`src/rtl/ps2_pkg.sv`:
```
// Shared PS/2 definitions: host-transmit state encoding, error codes,
// well-known command bytes and the frame parity helper.
package ps2_pkg;

  typedef enum logic [2:0] {
    ST_IDLE,
    ST_INHIBIT,
    ST_BITS,
    ST_ACK,
    ST_WAIT_IDLE
  } ps2_tx_state_t;

  localparam logic [1:0] ERR_NONE    = 2'b00;
  localparam logic [1:0] ERR_NACK    = 2'b01;
  localparam logic [1:0] ERR_TIMEOUT = 2'b10;

  localparam logic [7:0] PS2_CMD_SET_LEDS = 8'hED;
  localparam logic [7:0] PS2_CMD_RESET    = 8'hFF;
  localparam logic [7:0] PS2_RESP_ACK     = 8'hFA;

  // Odd parity: the parity bit makes the count of ones over data+parity odd.
  function automatic logic odd_parity(input logic [7:0] d);
    return ~^d;
  endfunction

endpackage

```
`src/rtl/ps2_host_tx_if.sv`:
```
// Command handshake between game logic and the PS/2 host transmitter.
//   tx_valid/tx_data : byte offered by the master
//   tx_ready/busy    : transmitter idle / transfer in progress
//   done/err         : one-cycle completion pulses
//   err_code         : failure cause, held until the next accepted byte
interface ps2_host_tx_if;
  logic       tx_valid;
  logic [7:0] tx_data;
  logic       tx_ready;
  logic       busy;
  logic       done;
  logic       err;
  logic [1:0] err_code;

  modport master (
    output tx_valid, tx_data,
    input  tx_ready, busy, done, err, err_code
  );

  modport slave (
    input  tx_valid, tx_data,
    output tx_ready, busy, done, err, err_code
  );
endinterface

```
`src/rtl/ps2_line_filter.sv`:
```
// PS/2 clock line conditioner: 2-flop synchronizer followed by a
// FILTER_LEN consecutive-sample debounce, with a one-cycle fall pulse.
//   clk, rst : system clock, async active-high reset
//   line_in  : raw pin level
//   level    : filtered level (idles high)
//   fall     : one-cycle pulse when level goes 1 -> 0
module ps2_line_filter #(
  parameter int unsigned FILTER_LEN = 4
) (
  input  logic clk,
  input  logic rst,
  input  logic line_in,
  output logic level,
  output logic fall
);

  logic                  sync1;
  logic                  sync2;
  logic [FILTER_LEN-2:0] hist;
  logic [FILTER_LEN-1:0] window;

  // The live synchronized sample is part of the window, so a level change
  // is accepted on the same edge the FILTER_LEN-th equal sample appears.
  assign window = {hist, sync2};

  always_ff @(posedge clk or posedge rst) begin
    if (rst) begin
      sync1 <= 1'b1;
      sync2 <= 1'b1;
      hist  <= '1;
      level <= 1'b1;
      fall  <= 1'b0;
    end else begin
      sync1 <= line_in;
      sync2 <= sync1;
      hist  <= window[FILTER_LEN-2:0];
      fall  <= 1'b0;
      if (&window) begin
        level <= 1'b1;
      end else if (~|window && level) begin
        level <= 1'b0;
        fall  <= 1'b1;
      end
    end
  end

endmodule

```
`src/rtl/ps2_host_tx.sv`:
```
// PS/2 host-to-device transmitter: inhibits the clock, issues a start bit,
// shifts out 8 data bits LSB first plus odd parity on device clock falls,
// releases for the stop bit and checks the device ACK.
//   clk, rst              : 25 MHz system clock, async active-high reset
//   bus                   : command handshake (slave side)
//   ps2_clk_in/data_in    : raw open-drain pin levels
//   ps2_clk_oe/data_oe    : 1 pulls the corresponding pin low
module ps2_host_tx #(
  parameter int unsigned INHIBIT_CYCLES = 2500,
  parameter int unsigned TIMEOUT_CYCLES = 375000,
  parameter int unsigned FILTER_LEN     = 4
) (
  input  logic           clk,
  input  logic           rst,
  ps2_host_tx_if.slave   bus,
  input  logic           ps2_clk_in,
  input  logic           ps2_data_in,
  output logic           ps2_clk_oe,
  output logic           ps2_data_oe
);
  import ps2_pkg::*;

  localparam int unsigned INH_W = $clog2(INHIBIT_CYCLES + 1);
  localparam int unsigned WD_W  = $clog2(TIMEOUT_CYCLES + 1);
  localparam logic [INH_W-1:0] INH_LAST = INH_W'(INHIBIT_CYCLES - 1);
  localparam logic [WD_W-1:0]  WD_LIMIT = WD_W'(TIMEOUT_CYCLES);

  ps2_tx_state_t    state;
  logic [INH_W-1:0] inh_cnt;
  logic [WD_W-1:0]  wd_cnt;
  logic [3:0]       bit_cnt;
  logic [7:0]       data_q;
  logic             parity_q;
  logic             ack_ok;
  logic             tx_ready_q;
  logic             done_q;
  logic             err_q;
  logic [1:0]       err_code_q;
  logic             clk_level;
  logic             clk_fall;
  logic             data_s1;
  logic             data_s2;
  logic             bit_val;

  ps2_line_filter #(.FILTER_LEN(FILTER_LEN)) u_clk_filter (
    .clk     (clk),
    .rst     (rst),
    .line_in (ps2_clk_in),
    .level   (clk_level),
    .fall    (clk_fall)
  );

  always_ff @(posedge clk or posedge rst) begin
    if (rst) begin
      data_s1 <= 1'b1;
      data_s2 <= 1'b1;
    end else begin
      data_s1 <= ps2_data_in;
      data_s2 <= data_s1;
    end
  end

  // Bits 0..7 are payload, bit 8 is parity.
  assign bit_val = bit_cnt[3] ? parity_q : data_q[bit_cnt[2:0]];

  assign bus.tx_ready = tx_ready_q;
  assign bus.busy     = ~tx_ready_q;
  assign bus.done     = done_q;
  assign bus.err      = err_q;
  assign bus.err_code = err_code_q;

  always_ff @(posedge clk or posedge rst) begin
    if (rst) begin
      state       <= ST_IDLE;
      inh_cnt     <= '0;
      wd_cnt      <= '0;
      bit_cnt     <= '0;
      data_q      <= '0;
      parity_q    <= 1'b0;
      ack_ok      <= 1'b0;
      tx_ready_q  <= 1'b1;
      done_q      <= 1'b0;
      err_q       <= 1'b0;
      err_code_q  <= ERR_NONE;
      ps2_clk_oe  <= 1'b0;
      ps2_data_oe <= 1'b0;
    end else begin
      done_q <= 1'b0;
      err_q  <= 1'b0;
      // Watchdog expiry outranks any line event in the same cycle.
      if ((state inside {ST_BITS, ST_ACK, ST_WAIT_IDLE}) && wd_cnt == WD_LIMIT) begin
        ps2_clk_oe  <= 1'b0;
        ps2_data_oe <= 1'b0;
        err_q       <= 1'b1;
        err_code_q  <= ERR_TIMEOUT;
        tx_ready_q  <= 1'b1;
        state       <= ST_IDLE;
      end else begin
        case (state)
          ST_IDLE: begin
            if (bus.tx_valid && tx_ready_q) begin
              data_q      <= bus.tx_data;
              parity_q    <= odd_parity(bus.tx_data);
              err_code_q  <= ERR_NONE;
              tx_ready_q  <= 1'b0;
              ps2_clk_oe  <= 1'b1;
              ps2_data_oe <= 1'b0;
              inh_cnt     <= '0;
              state       <= ST_INHIBIT;
            end
          end
          ST_INHIBIT: begin
            if (inh_cnt == INH_LAST) begin
              ps2_clk_oe  <= 1'b0;
              ps2_data_oe <= 1'b1;
              wd_cnt      <= '0;
              bit_cnt     <= '0;
              state       <= ST_BITS;
            end else begin
              inh_cnt <= inh_cnt + 1'b1;
            end
          end
          ST_BITS: begin
            wd_cnt <= wd_cnt + 1'b1;
            if (clk_fall) begin
              bit_cnt <= bit_cnt + 1'b1;
              if (bit_cnt == 4'd9) begin
                ps2_data_oe <= 1'b0;
                state       <= ST_ACK;
              end else begin
                ps2_data_oe <= ~bit_val;
              end
            end
          end
          ST_ACK: begin
            wd_cnt <= wd_cnt + 1'b1;
            if (clk_fall) begin
              ack_ok <= ~data_s2;
              state  <= ST_WAIT_IDLE;
            end
          end
          ST_WAIT_IDLE: begin
            wd_cnt <= wd_cnt + 1'b1;
            if (clk_level && data_s2) begin
              tx_ready_q <= 1'b1;
              state      <= ST_IDLE;
              if (ack_ok) begin
                done_q <= 1'b1;
              end else begin
                err_q      <= 1'b1;
                err_code_q <= ERR_NACK;
              end
            end
          end
          default: state <= ST_IDLE;
        endcase
      end
    end
  end

endmodule

```
`src/flat_wrapper.sv`:
```
// flat-port wrapper written by rule: the top's interface ports become plain ports
module ps2_host_tx_flat import ps2_pkg::*;
#(
  parameter int unsigned INHIBIT_CYCLES = 2500,
  parameter int unsigned TIMEOUT_CYCLES = 375000,
  parameter int unsigned FILTER_LEN     = 4
)
  (clk, rst, ps2_clk_in, ps2_data_in, ps2_clk_oe, ps2_data_oe, bus_tx_valid, bus_tx_data, bus_tx_ready, bus_busy, bus_done, bus_err, bus_err_code);
  ps2_host_tx_if bus_i ();
  input  logic clk;
  input  logic rst;
  input  logic ps2_clk_in;
  input  logic ps2_data_in;
  output logic ps2_clk_oe;
  output logic ps2_data_oe;
  input wire logic [$bits(bus_i.tx_valid)-1:0] bus_tx_valid;
  input wire logic [$bits(bus_i.tx_data)-1:0] bus_tx_data;
  output wire logic [$bits(bus_i.tx_ready)-1:0] bus_tx_ready;
  output wire logic [$bits(bus_i.busy)-1:0] bus_busy;
  output wire logic [$bits(bus_i.done)-1:0] bus_done;
  output wire logic [$bits(bus_i.err)-1:0] bus_err;
  output wire logic [$bits(bus_i.err_code)-1:0] bus_err_code;
  assign bus_i.tx_valid = bus_tx_valid;
  assign bus_i.tx_data = bus_tx_data;
  assign bus_tx_ready = bus_i.tx_ready;
  assign bus_busy = bus_i.busy;
  assign bus_done = bus_i.done;
  assign bus_err = bus_i.err;
  assign bus_err_code = bus_i.err_code;
  ps2_host_tx #(.INHIBIT_CYCLES(INHIBIT_CYCLES), .TIMEOUT_CYCLES(TIMEOUT_CYCLES), .FILTER_LEN(FILTER_LEN)) u_core (.clk(clk), .rst(rst), .bus(bus_i), .ps2_clk_in(ps2_clk_in), .ps2_data_in(ps2_data_in), .ps2_clk_oe(ps2_clk_oe), .ps2_data_oe(ps2_data_oe));
endmodule
```
`config.mk`:
```
export PLATFORM = sky130hd
export DESIGN_NAME = ps2_host_tx_flat
export DESIGN_NICKNAME = d
export VERILOG_FILES = /design/src/rtl/ps2_pkg.sv /design/src/rtl/ps2_host_tx_if.sv /design/src/rtl/ps2_line_filter.sv /design/src/rtl/ps2_host_tx.sv /design/src/flat_wrapper.sv
export SDC_FILE = /design/constraint.sdc
export NUM_CORES = 1
export LEC_CHECK = 0
export CAP_MARGIN = 20
export CORE_MARGIN = 4
export CORE_UTILIZATION = 45
export DETAILED_ROUTE_END_ITERATION = 6
export GPL_TIMING_DRIVEN = 0
export PLACE_DENSITY = 0.7
export SETUP_SLACK_MARGIN = 0.5
export SYNTH_ARGS = -nofsm -noshare
export SYNTH_HDL_FRONTEND = slang
export SYNTH_SLANG_ARGS = --single-unit
export TNS_END_PERCENT = 10
```
`constraint.sdc`:
```
create_clock -name clk -period 4.4 [get_ports clk]
set_input_delay 0.44 -clock clk [delete_from_list [all_inputs] [get_ports clk]]
set_output_delay 0.44 -clock clk [all_outputs]
set_load 0.02 [all_outputs]
```
==> key figures, run 1 <==
Logic synthesis
  • Number of synthesized flops with an enable pin: 0
  • Synthesized cell area: between 3000 and 4000 um^2
  • Register area share after synthesis: 49.5%
  • Top cells by area, synth: dfrtp_1, dfstp_2, nand2_1
  • Asr flop ratio synth: 100%
  • Yosys synthesis warning count: 0
  • Post-synth top area share: 42.3%
  • Number of synthesized register bits: 64
  • Synth Instances: between 300 and 400
  • Synth cell count leaders: dfrtp_1, nand2_1, nor2_1
  • Syn Area/Cell: approximately 9.7 um^2
  • Syn_nets: 353
  • Top_reg_cell synth: dfrtp_1
  • Count leader, synth: dfrtp_1
  • Synth cell types: 54
  • Dominant cell type by area after synthesis: dfrtp_1

Final layout
  • Layout cell share with drive strength beyond 1: between 10% and 20%
  • Multi-input gate area: 1550 um^2
  • Finished Cell Area: about 3800 um^2
  • Utilization after layout: 54.9%
  • Reg area: approximately 1600 um^2
  • Fillcell total: 645
  • Ant. Diodes: 0
  • Final #Nets: 386
  • Syn-to-layout area delta: 16.4%

STA
  • Period minus WS final: 2.53 ns
  • Final-report max-slew violation count: 0
  • Final Hold Vio Count: 0
  • Total negative slack: 0 ns
  • Final Skew: 0.00569 ns
  • Hold_ws: 0.358 ns
  • Slew headroom: 44.2%
  • Final period utilization: 57.4%
  • Final setup vio count: 0
  • Actual slew at the worst max-slew pin: 0.826 ns
  • Unrepaired setup endpoints after global routing: false
  • Max Fclk: 0.396 GHz

Die
  • Total core area: 6910 um^2
  • Die H: 93.1 um
  • Row Count: 30
  • Die X: 93.1 um
  • Die area: 8660 um^2
  • I/O pins: 21
  • Starting Density: 47.1%

Setup path
  • CP Data Required Time: between 4 and 5 ns
  • Arr. time, crit path: about 2.8 ns
  • Crit Path Max Fanout: 8
  • Startpoint Class: register
  • CP Capture Type: register
  • Critical path class: reg2reg

Clock tree
  • Htree depth: 3
  • Sink Count: 64
  • Hold_buf cts: 0
  • CTS tree: yes
  • PostCTS Resize Cnt: 0
  • Max clock buf depth: 2
  • Clk root buf: clkbuf_8
  • Setup bufs post-CTS: 0
  • CTS Buf Count: 9
  • Worst-Skew Late Latency: 0.35 ns
  • Worst-path clk slew: roughly 0.07 ns

Global route
  • Initial antenna violation count: 0
  • Vias in the first global route: about 2,300
  • Met3 Track Usage GR: 5.15%
  • GRT overflow: 0
  • Met2 Resource Use GR: roughly a quarter
  • Met1 usage: 21.8%
  • First-pass GRT wire length: 11,000 um
  • Global Route Usage Sum: between 10% and 20%
  • GRT Max-Usage Layer: met2
  • Largest net degree at the start of global routing: 37

Route
  • Initial DRT Pass Iterations: 4
  • DRC: 0
  • Detailed-route vias per instance: 5.38
  • WL/cell: 13.9 um
  • Total number of vias: roughly 2,500
  • Starting DRT DRC Count: 203
  • ANT nets after route: 0
  • Drt total wl: between 6000 and 7000 um

Power and ir drop
  • PwrDens: 296 nW/um^2
  • Pleak: 1.69 nW
  • Pwr Total: 0.00112 W
  • Max VDD drop: about 0.00017 V

Placement
  • Area post-placement: 3600 um^2
  • I/O Buffers: 20
  • GP Congestion: 0.905
  • DP HPWL: about 4800 um

Run
  • Max-cap violations: 0

Outcome
  • Status: completed

Worst hold path
  • HP Class: reg2reg
-- cell type report --
| class | instances | share of cell area, % |
|---|---|---|
| sequential | 64 | 42.6 |
| timing repair buffer | 22 | 5.94 |
| clock inverter | 6 | 1.59 |
| inverter | 12 | 1.19 |
| tap | 96 | 3.17 |
| clock buffer | 10 | 3.37 |
| buffer | 10 | 1.29 |
| multi-input combinational | 249 | 40.9 |
-- registers in the layout, summed over array words and instances (netlist names) --
name and cells:
u_core.wd_cnt 19, u_core.ps2_data_oe 1, u_core.u_clk_filter.sync1 1, u_core.data_s2 1
u_core.data_q 8, u_core.u_clk_filter.sync2 1, u_core.u_clk_filter.fall 1, u_core.bit_cnt 4
u_core.ack_ok 1, u_core.bus.err 1, u_core.state 3, u_core.ps2_clk_oe 1
u_core.data_s1 1, u_core.parity_q 1, u_core.u_clk_filter.hist 3, u_core.bus.tx_ready 1
u_core.bus.done 1, u_core.u_clk_filter.level 1, u_core.inh_cnt 12, u_core.bus.err_code 2
-- through the flow --
step                      setup WS, ns  cells
after floorplan                   2.15    335
after global placement            1.31    451
after detailed placement          1.80    452
after CTS                         1.78    468
after global routing              1.77    469
final                             1.87    469
-- kinds of logic after synthesis --
logic type	share of synthesized area [%]
AOI/OAI and AO/OA	9.34
xor gates and xnor gates	7.80
adders and majority gates	1.92
buffers and inverters	2.88
DFF	49.5
muxes	3.00
and+or+nand+nor	25.5
-- metal layers --
layer,vias to the layer above,share of wire [%]
met5,-,0
met4,0,1.6
met3,10,4.3
met2,47,45
met1,1218,49
li1,1247,-
-- report_power, final --
part | internal (W) | switching, W | leakage, nW
registers | 0.000596 | 0.00000351 | 0.847
clock network | 0.000258 | 0.000226 | 0.0920
logic | 0.0000193 | 0.0000195 | 0.753
total | 0.000873 | 0.000249 | 1.69
-- path summary, 6_finish.rpt --
check                                     startpoint                     endpoint  slack (ns)  depth (start not counted)
max                                u_core.inh_cnt[0]            u_core.bit_cnt[0]        1.87                          6
min                        u_core.u_clk_filter.sync1    u_core.u_clk_filter.sync2        0.36                          0
max reg2reg                        u_core.inh_cnt[0]            u_core.bit_cnt[0]        1.87                          6
min reg2reg                u_core.u_clk_filter.sync1    u_core.u_clk_filter.sync2        0.36                          0
max in group asynchronous                        rst  u_core.u_clk_filter.hist[2]        3.25                          3
min in group asynchronous                        rst             u_core.data_q[5]        0.48                          2
-- cell usage in the layout, fill, tap and decap left out, types with 5 or more instances in the layout --
cell             count
a21oi_1             11
and2_1               5
clkbuf_1             8
clkbuf_8             9
clkdlybuf4s50_1     20
dfrtp_1             55
dfstp_2              9
ha_1                 5
inv_1               11
nand2_1             46
nand3_1             15
nand4_1             10
nor2_1              38
nor2b_1              5
nor3_1               9
nor4_1               6
o21ai_0             11
xnor2_1             11
xor2_1              18
-- worst max-delay path, cell delays in order (launching register included) --
cell and delay, ns:
dfrtp_1 0.40, ha_1 0.20, or4bb_1 0.53, or4_1 0.41, clkbuf_1 0.25, a21oi_1 0.27, mux2_2 0.36
Power figures use the tool's default switching activity.
==> run 2, diff against run 1 <==
==> constraint.sdc (replaced) <==
create_clock -name clk -period 2.4 [get_ports clk]
set_input_delay 0.24 -clock clk [delete_from_list [all_inputs] [get_ports clk]]
set_output_delay 0.24 -clock clk [all_outputs]
set_load 0.02 [all_outputs]
==> key figures, run 2 (same netlist as run 1, synthesis figures left out) <==
Setup path
  • Startpoint Class: register
  • Critical-path top delay cell: or4b_4
  • Crit-path cells: or4b_1 -> or4b_4 -> or2_4 -> a22o_2 -> a32o_1
  • Reg2reg setup slack: 0.06 ns (-1.81 ns)
  • Crit Path Max Fanout: 4 (-4)
  • Worst-case reg-to-reg path depth: 5 (-1)
  • Critical path class: reg2reg
  • Reg2Reg Launch Point: u_core.wd_cnt[8]
  • WP depth: 5 (-1)
  • Reg-to-Reg End: u_core.bus.err_code[0]
  • Arr. time, crit path: 2.56 ns (-0.20 ns)
  • CP Data Required Time: 2.62 ns (-2.01 ns)
  • Critical path buffers and inverters: 0 (-1)
  • Cell family with most CP delay: simple AND/OR/NAND/NOR gates
  • CP Capture Type: register
  • Slowest stage delay, CP: 0.59 ns (+0.06 ns)

STA
  • Final-report max-slew violation count: 0 (unchanged)
  • Final period utilization: 97.4% (+40 points)
  • Final Hold Vio Count: 0 (unchanged)
  • Period minus WS final: 2.34 ns (-0.188 ns)
  • Actual slew at the worst max-slew pin: 0.714 ns (-0.112 ns)
  • Slew headroom: 52.3% (+8.1 points)
  • Total negative slack: 0 ns (unchanged)
  • Final setup vio count: 0 (unchanged)
  • Max Fclk: 0.428 GHz (+8.0%)
  • Unrepaired setup endpoints after global routing: true
  • Final Skew: 0.0134 ns (+0.00771 ns)

Die
  • Die X: 93.1 um (unchanged)
  • I/O pins: 21 (unchanged)
  • Row Count: 30 (unchanged)
  • Total core area: 6910 um^2 (unchanged)
  • Die area: 8660 um^2 (unchanged)
  • Die H: 93.1 um (unchanged)
  • Starting Density: 47.1% (unchanged)

Worst hold path
  • WHS Path Cells: 1 (+1)
  • Hold EP: u_core.u_clk_filter.sync1
  • HP Start: ps2_clk_in
  • HP Class: in2reg

Route
  • Initial DRT Pass Iterations: 4 (unchanged)
  • DRC: 0 (unchanged)
  • Drt total wl: 7090 um (+8.5%)
  • ANT nets after route: 0 (unchanged)
  • Starting DRT DRC Count: 189 (-6.9%)
  • Total number of vias: 2,643 (+4.8%)
  • WL/cell: 14.7 um (+5.8%)
  • Detailed-route vias per instance: 5.49 (+2.2%)

Clock tree
  • Worst-path clk slew: 0.07 ns (about the same)
  • Worst-Skew Late Latency: 0.34 ns (about the same)
  • CTS tree: yes
  • Max clock buf depth: 2 (unchanged)
  • Hold_buf cts: 0 (unchanged)
  • Clk root buf: clkbuf_8
  • CTS Buf Count: 9 (unchanged)
  • Sink Count: 64 (unchanged)
  • Htree depth: 3 (unchanged)

Global route
  • GRT overflow: 0 (unchanged)
  • GRT Max-Usage Layer: met2
  • First-pass GRT wire length: 12,200 um (+11%)
  • Vias in the first global route: 2,589 (+11%)
  • Initial antenna violation count: 0 (unchanged)
  • Global Route Usage Sum: 18.0% (+1.6 points)
  • Largest net degree at the start of global routing: 35 (-5.4%)
  • Met3 Track Usage GR: 4.75% (-0.40 points)
  • Met2 Resource Use GR: 27.1% (+2.8 points)
  • Met1 usage: 24.9% (+3.1 points)

Final layout
  • Top Registers: u_core.wd_cnt: 19 flops, u_core.inh_cnt: 12 flops, u_core.data_q: 8 flops
  • Most frequent cells in the layout: dfrtp_1, nand2_1, nor2_1
  • Max reg flops: 19 (unchanged)
  • Ant. Diodes: 0 (unchanged)
  • Finished Cell Area: 3990 um^2 (+5.4%)
  • Biggest register: u_core.wd_cnt
  • Layout cell share with drive strength beyond 1: 18.4% (+6.9 points)
  • Utilization after layout: 57.8% (+3.0 points)
  • Leading cell type in the layout, fill and taps excluded: dfrtp_1
  • Syn-to-layout area delta: 22.7%
  • Final #Nets: 398 (+3.1%)

Placement
  • DP HPWL: 4810 um (+1.0%)
  • I/O Buffers: 20 (unchanged)
  • GP Congestion: 0.864 (-4.5%)
  • Area post-placement: 3630 um^2 (+0.84%)

Power and ir drop
  • PwrDens: 511 nW/um^2 (+73%)
  • Max VDD drop: 0.000350 V (+110%)
  • Pleak: 1.81 nW (+6.7%)

Run
  • Max-cap violations: 0 (unchanged)

Outcome
  • Status: completed
## run 2: power by group
| group | switching [W] | leakage [nW] | internal, W |
|---|---|---|---|
| Sequential | 0.00000655 | 0.846 | 0.00109 |
| Clock | 0.000400 | 0.0968 | 0.000473 |
| Combinational | 0.0000352 | 0.864 | 0.0000355 |
## run 2: worst max path at each step
stage                            from                     end  slack, ns
floorplan           u_core.wd_cnt[17]  u_core.bus.err_code[0]       0.22
global placement                  rst       u_core.wd_cnt[14]      -0.49
detailed placement  u_core.inh_cnt[5]        u_core.wd_cnt[8]      -0.20
CTS                 u_core.wd_cnt[17]        u_core.wd_cnt[2]       0.11
global route         u_core.wd_cnt[8]           u_core.ack_ok     -0.002
finish               u_core.wd_cnt[8]  u_core.bus.err_code[0]       0.06
## run 2: timing repair
| action | 4_1_cts | 5_1_grt |
|---|---|---|
| gates cloned | 0 | 1 |
| pin swaps | 3 | 8 |
| setup buffers | 5 | 7 |
| setup endpoints to repair | 46 | 55 |
| gates resized for setup | 7 | 13 |
## run 2: final cells by class
type                    instances  area (um^2)
clock buffers                  11          131
flip-flops and latches         64         1610
multi-input cells             249         1630
fillers                       647         2910
plain buffers                  10         68.8
well taps                      96          120
repair buffers                 34          335
inverters                      12         45.0
clock inverters                 5         50.0
## run 2: worst register-to-register path, stage by stage (launching register included)
cell and delay [ns]:
dfrtp_1 0.39, or4b_1 0.53, or4b_4 0.59, or2_4 0.28, a22o_2 0.24, a32o_1 0.20
## run 2: per-layer routing
metal / wire (um) / vias to the layer above
li1: - / 1273
met1: 3360 / 1295
met2: 3280 / 65
met3: 339 / 10
met4: 114 / 0
met5: 0 / -
## run 2: metrics by stage
| step | hold slack [ns] | total power, W | worst slack [ns] | cells |
|---|---|---|---|---|
| 2_1_floorplan | 0.244 | 0.00115 | 0.216 | 335 |
| 3_3_place_gp | 0.346 | 0.00119 | -0.493 | 451 |
| 3_5_place_dp | 0.348 | 0.00119 | -0.201 | 452 |
| 4_1_cts | 0.299 | 0.00206 | 0.106 | 473 |
| 5_1_grt | 0.282 | 0.00214 | -0.00151 | 481 |
| 6_report | 0.304 | 0.00204 | 0.0625 | 481 |
==> run 3, diff against run 2 <==
--- a/config.mk
+++ b/config.mk
@@ -14,5 +14,6 @@
 export SETUP_SLACK_MARGIN = 0.5
 export SYNTH_ARGS = -nofsm -noshare
 export SYNTH_HDL_FRONTEND = slang
+export SYNTH_HIERARCHICAL = 1
 export SYNTH_SLANG_ARGS = --single-unit
 export TNS_END_PERCENT = 10
==> key figures, run 3 <==
Die
  • Die area: 8710 um^2 (+0.57%)
  • Die H: 93.3 um (+0.28%)
  • Row Count: 30 (unchanged)
  • Die X: 93.3 um (+0.28%)
  • Total core area: 6940 um^2 (+0.54%)
  • I/O pins: 21 (unchanged)
  • Starting Density: 47.2% (about the same)

Logic synthesis
  • Syn Area/Cell: 10.3 um^2 (+6.3%)
  • Main combinational cell family by area after synthesis: simple AND/OR/NAND/NOR gates
  • Synthesized cell area: 3280 um^2 (+0.61%)
  • Post-synth top area share: 42.0% (-0.26 points)
  • Synth Instances: 317 (-5.4%)
  • Dominant cell type by area after synthesis: dfrtp_1
  • Syn_nets: 335 (-5.1%)
  • Synth cell count leaders: dfrtp_1, nand2_1, nor2_1
  • Register area share after synthesis: 49.2% (-0.30 points)
  • Mux share of post-synthesis cell area: 5.42% (+2.4 points)
  • Number of synthesized flops with an enable pin: 0 (unchanged)
  • Top_reg_cell synth: dfrtp_1
  • Asr flop ratio synth: 100% (unchanged)
  • Number of synthesized register bits: 64 (unchanged)
  • Count leader, synth: dfrtp_1
  • Top cells by area, synth: dfrtp_1, dfstp_2, mux2_2
  • Simple-gate share of the synthesized area: 21.8% (-3.7 points)
  • Xor and xnor area share after synthesis: 4.28% (-3.5 points)
  • Post-synthesis adder-cell area fraction: 1.91% (-0.012 points)
  • Synth Area in Compound Gates: 14.7% (+5.4 points)
  • Synth cell types: 58 (+7.4%)
  • Yosys synthesis warning count: 6 (+6)

Global route
  • Global Route Usage Sum: 18.0% (-0.020 points)
  • First-pass GRT wire length: 12,400 um (+1.6%)
  • Met1 usage: 22.8% (-2.1 points)
  • Largest net degree at the start of global routing: 43 (+23%)
  • GRT overflow: 0 (unchanged)
  • Met3 Track Usage GR: 2.90% (-1.9 points)
  • Initial antenna violation count: 0 (unchanged)
  • GRT Max-Usage Layer: met2
  • Met2 Resource Use GR: 29.0% (+2.0 points)
  • Vias in the first global route: 2,713 (+4.8%)

Placement
  • I/O Buffers: 20 (unchanged)
  • Area post-placement: 3650 um^2 (+0.59%)
  • DP HPWL: 4860 um (+0.96%)
  • GP Congestion: 0.853 (-1.3%)
  • Worst slack, placed: -0.293 ns (-0.0922 ns)

Power and ir drop
  • PwrDens: 524 nW/um^2 (+2.6%)
  • Max VDD drop: 0.000357 V (+2.0%)
  • Pleak: 1.86 nW (+3.1%)

Setup path
  • Worst-case reg-to-reg path depth: 6 (+1)
  • Arr. time, crit path: 2.34 ns (-0.22 ns)
  • Critical path class: reg2reg
  • CP Data Required Time: 2.68 ns (+0.06 ns)
  • Cell family with most CP delay: simple AND/OR/NAND/NOR gates
  • Critical-path top delay cell: or4_4
  • Crit Path Max Fanout: 3 (-1)
  • Startpoint Class: register
  • Crit-path cells: ha_4 -> nand2_2 -> or3_4 -> or4_4 -> or4_4 -> nand2_2
  • Reg2reg setup slack: 0.34 ns (+0.28 ns)
  • WP depth: 6 (+1)
  • Slowest stage delay, CP: 0.49 ns (-0.10 ns)
  • CP Capture Type: register
  • Critical path buffers and inverters: 0 (unchanged)

Final layout
  • Biggest register: u_core/wd_cnt
  • Ant. Diodes: 0 (unchanged)
  • Layout cell share with drive strength beyond 1: 30.3% (+12 points)
  • Most frequent cells in the layout: dfrtp_1, buf_4, nand2_1
  • Finished Cell Area: 4310 um^2 (+8.0%)
  • Final #Nets: 406 (+2.0%)
  • Top Registers: u_core/wd_cnt: 19 flops, u_core/inh_cnt: 12 flops, u_core/data_q: 8 flops
  • Leading cell type in the layout, fill and taps excluded: dfrtp_1
  • Max reg flops: 19 (unchanged)
  • Utilization after layout: 62.1% (+4.3 points)
  • Syn-to-layout area delta: 31.7%

Worst hold path
  • HP Class: in2async

STA
  • Actual slew at the worst max-slew pin: 0.421 ns (-0.293 ns)
  • Period minus WS final: 2.06 ns (-0.276 ns)
  • Max Fclk: 0.485 GHz (+13%)
  • Slew headroom: 71.9% (+20 points)
  • Post-route setup slack: 0.339 ns (+0.276 ns)
  • Final Skew: 0.0124 ns (-0.00104 ns)
  • Final setup vio count: 0 (unchanged)
  • Final Hold Vio Count: 0 (unchanged)
  • Final period utilization: 85.9% (-12 points)
  • Final-report max-slew violation count: 0 (unchanged)
  • Unrepaired setup endpoints after global routing: true

Outcome
  • Status: completed

Route
  • DRC: 0 (unchanged)
  • Starting DRT DRC Count: 169 (-11%)
  • Detailed-route vias per instance: 5.63 (+2.4%)
  • WL/cell: 15.7 um (+6.5%)
  • ANT nets after route: 0 (unchanged)
  • Initial DRT Pass Iterations: 4 (unchanged)
  • Drt total wl: 7680 um (+8.3%)
  • Total number of vias: 2,751 (+4.1%)

Clock tree
  • CTS Buf Count: 9 (unchanged)
  • Hold_buf cts: 0 (unchanged)
  • Clk root buf: clkbuf_8
  • Htree depth: 3 (unchanged)
  • Worst-Skew Late Latency: 0.35 ns (about the same)
  • Worst-path clk slew: 0.07 ns (about the same)
  • Max clock buf depth: 2 (unchanged)
  • CTS tree: yes
  • Sink Count: 64 (unchanged)

Run
  • Max-cap violations: 0 (unchanged)
==> run 3: where the power goes <==
group | total, W | switching [W] | internal (W)
logic | 0.000163 | 0.0000776 | 0.0000856
registers | 0.00117 | 0.0000545 | 0.00112
clock network | 0.000926 | 0.000441 | 0.000485
==> run 3: kinds of logic (layout without fill, tap and decap cells) <==
logic type | after synthesis | in the layout
xor+xnor | 16 | 16
flops | 64 | 64
mux | 14 | 14
compound gates | 70 | 70
fa+ha+maj | 5 | 5
simple gates | 126 | 126
buf+inv | 22 | 98
==> run 3: worst paths after layout <==
path	to	startpoint
worst max register to register	u_core/wd_cnt[18]	u_core/wd_cnt[0]
worst min register to register	u_core/data_s2	u_core/data_s1
worst max-delay path	u_core/wd_cnt[18]	u_core/wd_cnt[0]
worst min-delay path	u_core/u_clk_filter/fall	rst
min in group clk	u_core/u_clk_filter/sync1	ps2_clk_in
max in group asynchronous	u_core/bus.tx_ready	rst
==> run 3: area by class of cell <==
class | instances | area (um^2)
fill | 559 | 2630
multi-input combinational | 231 | 1730
sequential | 64 | 1620
timing repair buffer | 60 | 532
clock buffer | 10 | 128
tap | 96 | 120
clock inverter | 6 | 68.8
buffer | 9 | 61.3
inverter | 13 | 48.8
==> run 3: through the flow <==
step,power [W],hold slack (ns),cells,TNS (ns)
2_1_floorplan,0.00128,0.0390,317,0
3_3_place_gp,0.00135,0.346,433,-22.33
3_5_place_dp,0.00136,0.350,434,-3.67
4_1_cts,0.00228,0.161,470,0
5_1_grt,0.00237,0.190,489,0
6_report,0.00226,0.168,489,0
==> run 3: metal layers <==
metal / part of all wire [%] / wire length, um / vias up
met5: 0 / 0 / -
met4: 2.0 / 152 / 0
met3: 2.9 / 224 / 12
met2: 50 / 3850 / 51
met1: 45 / 3450 / 1359
li1: - / - / 1329
==> run 3: timing repair <==
item | CTS | global route
gates resized for setup | 16 | 32
hold endpoints to repair | 0 | 0
buffers inserted | 20 | 19
pin swaps | 6 | 10
setup endpoints to repair | 49 | 44
==> run 3: worst register-to-register path: cells and delay by family, from the launching register on <==
family | cells | cell delay [ns]
adders and majority gates | 1 | 0.17
DFF | 1 | 0.42
and+or+nand+nor | 5 | 1.42
